<file path="src/rtl/rename_pkg.sv">
// Shared types for the rename-stage branch checkpoint logic: slot id/mask
// types and the recovery FSM encoding.
package rename_pkg;

  localparam int N_CKPT_DEF = 8;

  function automatic int ckpt_id_w(input int n);
    return (n > 1) ? $clog2(n) : 1;
  endfunction

  localparam int CKPT_ID_W = ckpt_id_w(N_CKPT_DEF);

  typedef logic [CKPT_ID_W-1:0]  ckpt_id_t;
  typedef logic [N_CKPT_DEF-1:0] ckpt_mask_t;

  typedef enum logic [1:0] {
    CK_IDLE,
    CK_RESTORE,
    CK_DRAIN
  } ckpt_fsm_e;

endpackage

</file>
<file path="src/rtl/ckpt_pick_lowest.sv">
// Lowest-set-bit priority encoder; used to find the first free checkpoint slot.
module ckpt_pick_lowest #(
  parameter int N_REQ = 8
) (
  input  logic [N_REQ-1:0]         req,
  output logic                     found,
  output logic [$clog2(N_REQ)-1:0] idx
);

  localparam int IDX_W = $clog2(N_REQ);

  // Scan high to low so the lowest set bit is the last (winning) assignment.
  always_comb begin
    found = 1'b0;
    idx   = '0;
    for (int i = N_REQ - 1; i >= 0; i--) begin
      if (req[i]) begin
        found = 1'b1;
        idx   = IDX_W'(i);
      end
    end
  end

endmodule

</file>
<file path="src/rtl/branch_ckpt_ctrl.sv">
// Branch checkpoint slot allocator with age tracking and mispredict recovery.
// Define BRANCH_CKPT_PERF_EN to add saturating grant/mispredict/full counters.
module branch_ckpt_ctrl
  import rename_pkg::*;
#(
  parameter int N_CKPT       = 8,
  parameter int DRAIN_CYCLES = 2
) (
  input  logic                      clk,
  input  logic                      rst,
  input  logic                      alloc_req_i,
  output logic                      alloc_gnt_o,
  output logic [$clog2(N_CKPT)-1:0] alloc_id_o,
  output logic [N_CKPT-1:0]         live_mask_o,
  input  logic                      res_valid_i,
  input  logic [$clog2(N_CKPT)-1:0] res_id_i,
  input  logic                      res_mispred_i,
  output logic                      restore_valid_o,
  output logic [$clog2(N_CKPT)-1:0] restore_id_o,
  output logic [N_CKPT-1:0]         kill_mask_o,
  output logic                      stall_o,
  output logic                      err_o
`ifdef BRANCH_CKPT_PERF_EN
  ,
  output logic [31:0]               perf_alloc_o,
  output logic [31:0]               perf_mispred_o,
  output logic [31:0]               perf_full_o
`endif
);

  localparam int ID_W  = ckpt_id_w(N_CKPT);
  localparam int CNT_W = (DRAIN_CYCLES > 0) ? $clog2(DRAIN_CYCLES + 1) : 1;

  logic [N_CKPT-1:0] live_q;
  logic [N_CKPT-1:0] older_q [N_CKPT];
  logic [N_CKPT-1:0] kill_vec, clr_vec, gnt_vec, live_kept;
  logic [N_CKPT-1:0] kill_p1;
  logic [ID_W-1:0]   restore_id_p1;
  logic [ID_W-1:0]   pick_id;
  logic              pick_found;
  ckpt_fsm_e         state_q, state_n;
  logic [CNT_W-1:0]  cnt_q, cnt_n;
  logic              err_q;
  logic              mis_in, res_live, res_ok, res_mp;

  ckpt_pick_lowest #(.N_REQ(N_CKPT)) u_pick (
    .req   (~live_q),
    .found (pick_found),
    .idx   (pick_id)
  );

  assign mis_in   = res_valid_i & res_mispred_i;
  assign res_live = live_q[res_id_i];
  assign res_ok   = res_valid_i & ~res_mispred_i & res_live;
  assign res_mp   = mis_in & res_live;

  assign alloc_gnt_o = alloc_req_i & pick_found & (state_q == CK_IDLE) & ~mis_in;
  assign alloc_id_o  = pick_id;

  // Kill set: the mispredicted slot plus every live slot that recorded it as older.
  always_comb begin
    kill_vec = '0;
    for (int j = 0; j < N_CKPT; j++) begin
      kill_vec[j] = (res_id_i == ID_W'(j)) || (live_q[j] && older_q[j][res_id_i]);
    end
  end

  always_comb begin
    clr_vec = '0;
    gnt_vec = '0;
    if (res_ok)
      clr_vec[res_id_i] = 1'b1;
    else if (res_mp)
      clr_vec = kill_vec;
    if (alloc_gnt_o)
      gnt_vec[pick_id] = 1'b1;
  end

  // A slot freed this cycle is excluded from the new slot's older mask.
  assign live_kept = live_q & ~clr_vec;

  always_ff @(posedge clk or posedge rst) begin
    if (rst) begin
      live_q <= '0;
      for (int j = 0; j < N_CKPT; j++) older_q[j] <= '0;
    end else begin
      live_q <= live_kept | gnt_vec;
      for (int j = 0; j < N_CKPT; j++)
        older_q[j] <= gnt_vec[j] ? live_kept : (older_q[j] & ~clr_vec);
    end
  end

  always_comb begin
    state_n = state_q;
    cnt_n   = cnt_q;
    case (state_q)
      CK_IDLE: begin
        if (res_mp) state_n = CK_RESTORE;
      end
      CK_RESTORE: begin
        if (res_mp) begin
          state_n = CK_RESTORE;
        end else if (DRAIN_CYCLES == 0) begin
          state_n = CK_IDLE;
        end else begin
          state_n = CK_DRAIN;
          cnt_n   = CNT_W'(DRAIN_CYCLES);
        end
      end
      CK_DRAIN: begin
        if (res_mp) begin
          state_n = CK_RESTORE;
        end else begin
          cnt_n = cnt_q - CNT_W'(1);
          if (cnt_q == CNT_W'(1)) state_n = CK_IDLE;
        end
      end
      default: state_n = CK_IDLE;
    endcase
  end

  // Recovery register stage: mispredict capture feeds the restore pulse.
  always_ff @(posedge clk or posedge rst) begin
    if (rst) begin
      state_q       <= CK_IDLE;
      cnt_q         <= '0;
      restore_id_p1 <= '0;
      kill_p1       <= '0;
      err_q         <= 1'b0;
    end else begin
      state_q <= state_n;
      cnt_q   <= cnt_n;
      if (res_mp) begin
        restore_id_p1 <= res_id_i;
        kill_p1       <= kill_vec;
      end
      if (res_valid_i && !res_live) err_q <= 1'b1;
    end
  end

  assign restore_valid_o = (state_q == CK_RESTORE);
  assign restore_id_o    = restore_valid_o ? restore_id_p1 : '0;
  assign kill_mask_o     = restore_valid_o ? kill_p1 : '0;
  assign stall_o         = (state_q != CK_IDLE);
  assign live_mask_o     = live_q;
  assign err_o           = err_q;

`ifdef BRANCH_CKPT_PERF_EN
  function automatic logic [31:0] sat_inc(input logic [31:0] v);
    return (v == 32'hFFFF_FFFF) ? v : v + 32'd1;
  endfunction

  always_ff @(posedge clk or posedge rst) begin
    if (rst) begin
      perf_alloc_o   <= '0;
      perf_mispred_o <= '0;
      perf_full_o    <= '0;
    end else begin
      if (alloc_gnt_o) perf_alloc_o <= sat_inc(perf_alloc_o);
      if (res_mp)      perf_mispred_o <= sat_inc(perf_mispred_o);
      if (alloc_req_i && !pick_found && state_q == CK_IDLE)
        perf_full_o <= sat_inc(perf_full_o);
    end
  end
`endif

endmodule

</file>
<file path="config.mk">
export PLATFORM = sky130hd
export DESIGN_NAME = branch_ckpt_ctrl
export DESIGN_NICKNAME = d
export VERILOG_FILES = /design/src/rtl/rename_pkg.sv /design/src/rtl/ckpt_pick_lowest.sv /design/src/rtl/branch_ckpt_ctrl.sv
export SDC_FILE = /design/constraint.sdc
export NUM_CORES = 1
export LEC_CHECK = 0
export ABC_AREA = 1
export BUFFER_PORTS_ARGS = -buffer_cell sky130_fd_sc_hd__buf_2
export CAP_MARGIN = 20
export CORE_MARGIN = 4
export CORE_UTILIZATION = 45
export CTS_BUF_LIST = sky130_fd_sc_hd__clkbuf_8 sky130_fd_sc_hd__clkbuf_16
export DETAILED_ROUTE_END_ITERATION = 8
export PLACE_DENSITY = 0.64
export SLEW_MARGIN = 20
export SYNTH_ARGS = -nofsm -noshare
export SYNTH_HDL_FRONTEND = slang
export SYNTH_SLANG_ARGS = --single-unit
</file>
<file path="constraint.sdc">
create_clock -name clk -period 2.55 [get_ports clk]
set_input_delay 0.255 -clock clk [delete_from_list [all_inputs] [get_ports clk]]
set_output_delay 0.255 -clock clk [all_outputs]
set_load 0.05 [all_outputs]
</file>
==> results.yml, run 1 <==
outcome:
  status: "finished clean"
grt:
  met1_usage_pct: 30.2
  globalRouteTotalUtil_pct: 22.0
  antenna_found_initial: 0
  grt_pass1_vias: 4383
  grt_pass1_wl_mm: 22.4
  top_usage_layer: "met2"
  met3_usage_pct: 3.71
  grt_max_degree: 64
  grt_overflow: 0
  use_met2_pct: 35.3
logic_synthesis:
  syn_area_per_cell_sq_um: 7.21
  synthCells: 699
  synth-edff-count: 0
  yosysTopAreaCellShare_pct: 43.7
  synthesis.area_sq_um: 5040
  synth_common_cells: "252 x nand2_1, 100 x inv_1, 93 x nor2_1"
  synth_fp_nets: 712
  ys_ff_latch: 88
  ys.flop_type: "dfrtp_1"
  synth_area_leaders: "dfrtp_1 44%, nand2_1 19%, inv_1 7.5%, nor2_1 6.9%, nand3_1 5.3%"
  synth_most_common_cell: "nand2_1"
  synth-seq-area-share_pct: 43.7
  async_flop_share_pct: 100
  yosysTopAreaCell: "dfrtp_1"
  ys_warn_count: 0
  synth.distinct_cells: 31
finish:
  syn2layout_area_growth_pct: 10.9
  register_area_sq_um: 2200
  diodes: 0
  fillers: 1086
  drive_above_1_share_pct: 15.1
  nets: 749
  multi_input_area_sq_um: 2260
timing:
  finalHoldWorstSlack_ps: 161
  rsz0062_at_grt: "no"
  fin_crit_ps: 2220
  slew_headroom_pct: 56.6
  setup_viol: 0
  max_freq_ghz: 0.450
  drv_slew: 0
  hold_violations: 0
  skew_ps: 12.2
  period_share_pct: 87.2
  tightest_slew_ps: 649
  setup_tns_ps: 0
clock_tree:
  clk_path_buf_depth: 2
  clkTransAtPathRegs_ps: 80
  cts_tree: "yes"
  cts-root-buf: "clkbuf_8"
  clk_latency_ps: 370
  cts.sinks: 88
  cts_setup_buffers: 0
  cts.repair.resized: 0
  cts_max_level: 3
  cts_buffers: 9
  hold_buffers: 1
setup_path:
  start_kind: "flop"
  arrival_ps: 1970
  path_max_fanout: 8
  end_kind: "primary output"
  worstPathRequired_ps: 2300
  critPathKind: "reg2out"
floorplanning:
  num_rows: 38
  core_area_sq_um: 10900
  ios: 34
  start_util_pct: 46.3
  dieArea_sq_um: 13000
  die_y_microns: 114
  fp.dieW_microns: 114
route:
  vias_per_cell: 5.04
  drt_iter0_drc: 281
  drc: 0
  firstDrtPassIters: 5
  wl_per_cell_microns: 15.2
  via_count: 4434
  wl_mm: 13.4
  ant_nets: 0
place:
  place.gp.congestion: 0.908
  hpwl_mm: 9.50
  portBuffers: 33
min_path:
  hold_path_class: "in2reg"
run:
  maxCapViolCount: 0
power_and_ir_drop:
  peakVddDrop_v: 0.000510
  power.density_nw_per_um2: 981
  power.leakage_nw: 3.22
[cell type report]
cell class              count  share of cell area [%]
flip-flops and latches     88                    39.4
multi-input cells         478                    40.4
well taps                 140                    3.13
inverters                 108                    7.28
repair buffers             51                    5.87
clock buffers              11                    2.71
clock inverters             4                    1.23
[flip-flops by register name, summed over array words and instances, names as in the netlist]
register and flops:
older_q 64, kill_p1 8, live_mask_o 8, restore_id_p1 3, cnt_q 2, state_q 2, err_o 1
[routing by layer]
layer	part of all wire, %	up-vias
met4	2.4	0
met3	7.0	27
li1	-	2177
met1	44	2068
met5	0	-
met2	46	162
[kinds of logic (layout without fill, tap and decap cells)]
kind of cell    after synthesis  count (layout)  synth area share (%)
flops                        88              88                  43.7
compound gates               17              17                  2.16
simple gates                456             456                  41.4
buf+inv                     133             174                  11.5
fa+ha+maj                     5               5                  1.24
[critical path: stages (launching register included)]
cell and delay (ps):
dfrtp_1 470, nand2_1 110, nand2_1 50, nand2_1 60, nand2_1 70, nand2_2 80
nand2_1 190, buf_4 250, inv_2 60, buf_2 250
[cell usage in the layout, fill, tap and decap left out, types with 4 or more instances in the layout]
cell | synthesis | layout
a21oi_1 | 5 | 5
buf_2 | 7 | 33
buf_4 | 8 | 15
clkbuf_8 | 0 | 11
dfrtp_1 | 88 | 88
ha_1 | 5 | 5
inv_1 | 100 | 100
inv_2 | 7 | 7
nand2_1 | 252 | 252
nand2_2 | 8 | 8
nand2_4 | 12 | 12
nand3_1 | 53 | 53
nand3_2 | 4 | 4
nand3_4 | 5 | 5
nand4_1 | 18 | 18
nor2_1 | 93 | 93
nor2_4 | 5 | 5
o21ai_0 | 6 | 6
[final timing paths]
| path | start | end | slack [ps] | depth (start not counted) |
|---|---|---|---|---|
| worst max-delay path | live_mask_o[5] | alloc_id_o[0] | 330 | 9 |
| min in group asynchronous | rst | older_q[20] | 440 | 3 |
| max in group asynchronous | rst | older_q[46] | 1420 | 4 |
| worst min register to register | err_o | err_o | 480 | 1 |
| worst min-delay path | res_valid_i | err_o | 160 | 3 |
| worst max register to register | state_q[0] | older_q[52] | 390 | 11 |
[power breakdown]
part / leakage, nW / switching (mW) / internal, mW
Sequential: 1.15 / 0.304 / 1.79
Clock: 0.117 / 0.496 / 0.596
Combinational: 1.95 / 1.63 / 0.666
Total: 3.22 / 2.43 / 3.05
[metrics by stage]
stage | std cells | total power [mW] | area [sq um] | worst slack (ps) | utilization [%]
floorplan | 699 | 3.81 | 5040 | 16.4 | -
global placement | 864 | 4.34 | 5360 | 438 | 49.2
detailed placement | 864 | 4.40 | 5360 | 415 | 49.2
CTS | 880 | 5.51 | 5590 | 328 | 51.3
global route | 880 | 5.90 | 5590 | 189 | 51.3
finish | 880 | 5.48 | 5590 | 326 | 51.3
No activity file was read; power rests on OpenSTA's default activity.
==> inputs of run 2 (changes only) <==
Settings changed: CORE_UTILIZATION 45 to 50, PLACE_DENSITY 0.64 to 0.7.
==> run 2 against run 1 <==
The run now ends with negative hold slack left. Setup slack worse by 94 ps. Sequential share of layout area rose by 0.19 points. Sequential power about the same. Critical endpoint unchanged. Largest cell class unchanged.
==> results.yml, run 2 (same netlist as run 1, synthesis figures left out) <==
timing:
  max_freq_ghz: 0.431
  rsz0062_at_grt: "no"
  setup_tns_ps: 0
  tightest_slew_ps: 556
  skew_ps: 6.35
  drv_slew: 0
  slew_headroom_pct: 62.8
  finalHoldWorstSlack_ps: -40.7
  fin_crit_ps: 2320
  period_share_pct: 90.9
  worst_slack_ps: 232
  setup_viol: 0
  hold_violations: 37
clock_tree:
  clk_path_buf_depth: 2
  cts.repair.resized: 0
  cts_setup_buffers: 0
  cts_tree: "yes"
  cts.sinks: 88
  cts-root-buf: "clkbuf_8"
  cts_max_level: 3
  hold_buffers: 0
  clkTransAtPathRegs_ps: 80
  clk_latency_ps: 370
  cts_buffers: 9
floorplanning:
  num_rows: 36
  core_area_sq_um: 9770
  die_y_microns: 108
  ios: 34
  start_util_pct: 51.5
  fp.dieW_microns: 108
  dieArea_sq_um: 11700
setup_path:
  cp_slowest_stage_delay_ps: 660
  start_kind: "flop"
  ff2ff_setup_slack_ps: 390
  path_buf_inv: 4
  end_kind: "primary output"
  rr_endpoint: "older_q[52]"
  crit_top_cell: "nand2_1"
  arrival_ps: 2060
  crit_family: "flip-flops"
  worstPathCellList: "inv_1, nand2_1, nand2_1, nand2_1, nand2_1, nand2_1, nand2_2, nand2_1, buf_4, inv_2, buf_2"
  reg2reg_depth: 11
  worstPathRequired_ps: 2300
  critPathSlowestCell: "dfrtp_1"
  path_max_fanout: 13
  r2r_start: "state_q[1]"
  critPathKind: "reg2out"
min_path:
  hold_path_class: "in2async"
finish:
  mostFrequentLayoutCells: "252 x nand2_1, 100 x inv_1, 93 x nor2_1"
  largest_register_ffs: 64
  syn2layout_area_growth_pct: 10.4
  drive_above_1_share_pct: 14.9
  regMostFlops: "older_q"
  diodes: 0
  mostFrequentLayoutCell: "nand2_1"
  nets: 745
  final-instance-count-excl-fill: 870
route:
  ant_nets: 0
  wl_mm: 13.0
  via_count: 4465
  drt_iter0_drc: 346
  firstDrtPassIters: 5
  wl_per_cell_microns: 15.0
  drc: 0
  vias_per_cell: 5.13
grt:
  grt_pass1_vias: 4182
  globalRouteTotalUtil_pct: 24.2
  antenna_found_initial: 0
  grt_pass1_wl_mm: 21.6
  grt_max_degree: 89
  grt_overflow: 0
place:
  place_inst: 854
  hpwl_mm: 9.24
  dp_slack_ps: 434
  portBuffers: 33
  place.gp.congestion: 0.909
power_and_ir_drop:
  power.density_nw_per_um2: 990
  peakVddDrop_v: 0.000561
  power.leakage_nw: 3.20
run:
  maxCapViolCount: 0
outcome:
  status: "finished with violations"
  violations: "negative hold slack"
[run 2: cell types whose count changed in the layout (fill, tap and decap cells not counted), sizes merged]
cell,change
dlygate4sd3,-1
clkinvlp,+1
clkbuf,-2
buf,-3
bufinv,+1
clkinv,+1
[run 2: worst max path at each step]
| stage | start | endpoint | depth (start not counted) |
|---|---|---|---|
| final | live_mask_o[7] | alloc_id_o[0] | 11 |
| after detailed placement | state_q[1] | older_q[50] | 11 |
| after floorplan | rst | cnt_q[0] | 1 |
| after global placement | state_q[0] | older_q[51] | 11 |
| after CTS | live_mask_o[5] | alloc_id_o[0] | 10 |
| after global routing | live_mask_o[7] | alloc_id_o[0] | 11 |
[run 2: layout make-up]
class / instances / area, sq um
fillers: 957 / 4210
multi-input cells: 478 / 2260
flip-flops and latches: 88 / 2200
inverters: 108 / 407
repair buffers: 47 / 295
well taps: 133 / 166
clock buffers: 9 / 124
clock inverters: 7 / 111
[run 2: worst register-to-register path, delay by kind of cell, from the launching register on]
kind / cells / cell delay (ps)
AO/OA/AOI/OAI: 1 / 370
AND/OR/NAND/NOR: 6 / 760
buffers and inverters: 3 / 240
flip-flops: 1 / 430
adder cells (fa/ha/maj): 1 / 260
[run 2: metrics by stage]
step	area [sq um]	total power [mW]	hold slack (ps)	util, %
2_1_floorplan	5040	3.81	412	-
3_3_place_gp	5330	4.33	392	54.5
3_5_place_dp	5330	4.37	397	54.5
4_1_cts	5560	5.52	3.32	56.9
5_1_grt	5560	5.90	13.1	56.9
6_report	5560	5.51	-40.7	56.9
[run 2: report_power, final]
| part | internal (mW) | switching, mW |
|---|---|---|
| logic | 0.669 | 1.62 |
| registers | 1.79 | 0.292 |
| clock network | 0.643 | 0.494 |
| total | 3.10 | 2.40 |
[run 2: per-layer routing]
metal	vias to the layer above	wire [microns]	global-route usage, %	part of all wire [%]
met1	2077	5570	33.3	43
met5	-	0	0	0
met3	25	1240	5.13	9.5
met4	0	330	9.47	2.5
met2	192	5900	37.5	45
li1	2171	-	-	-
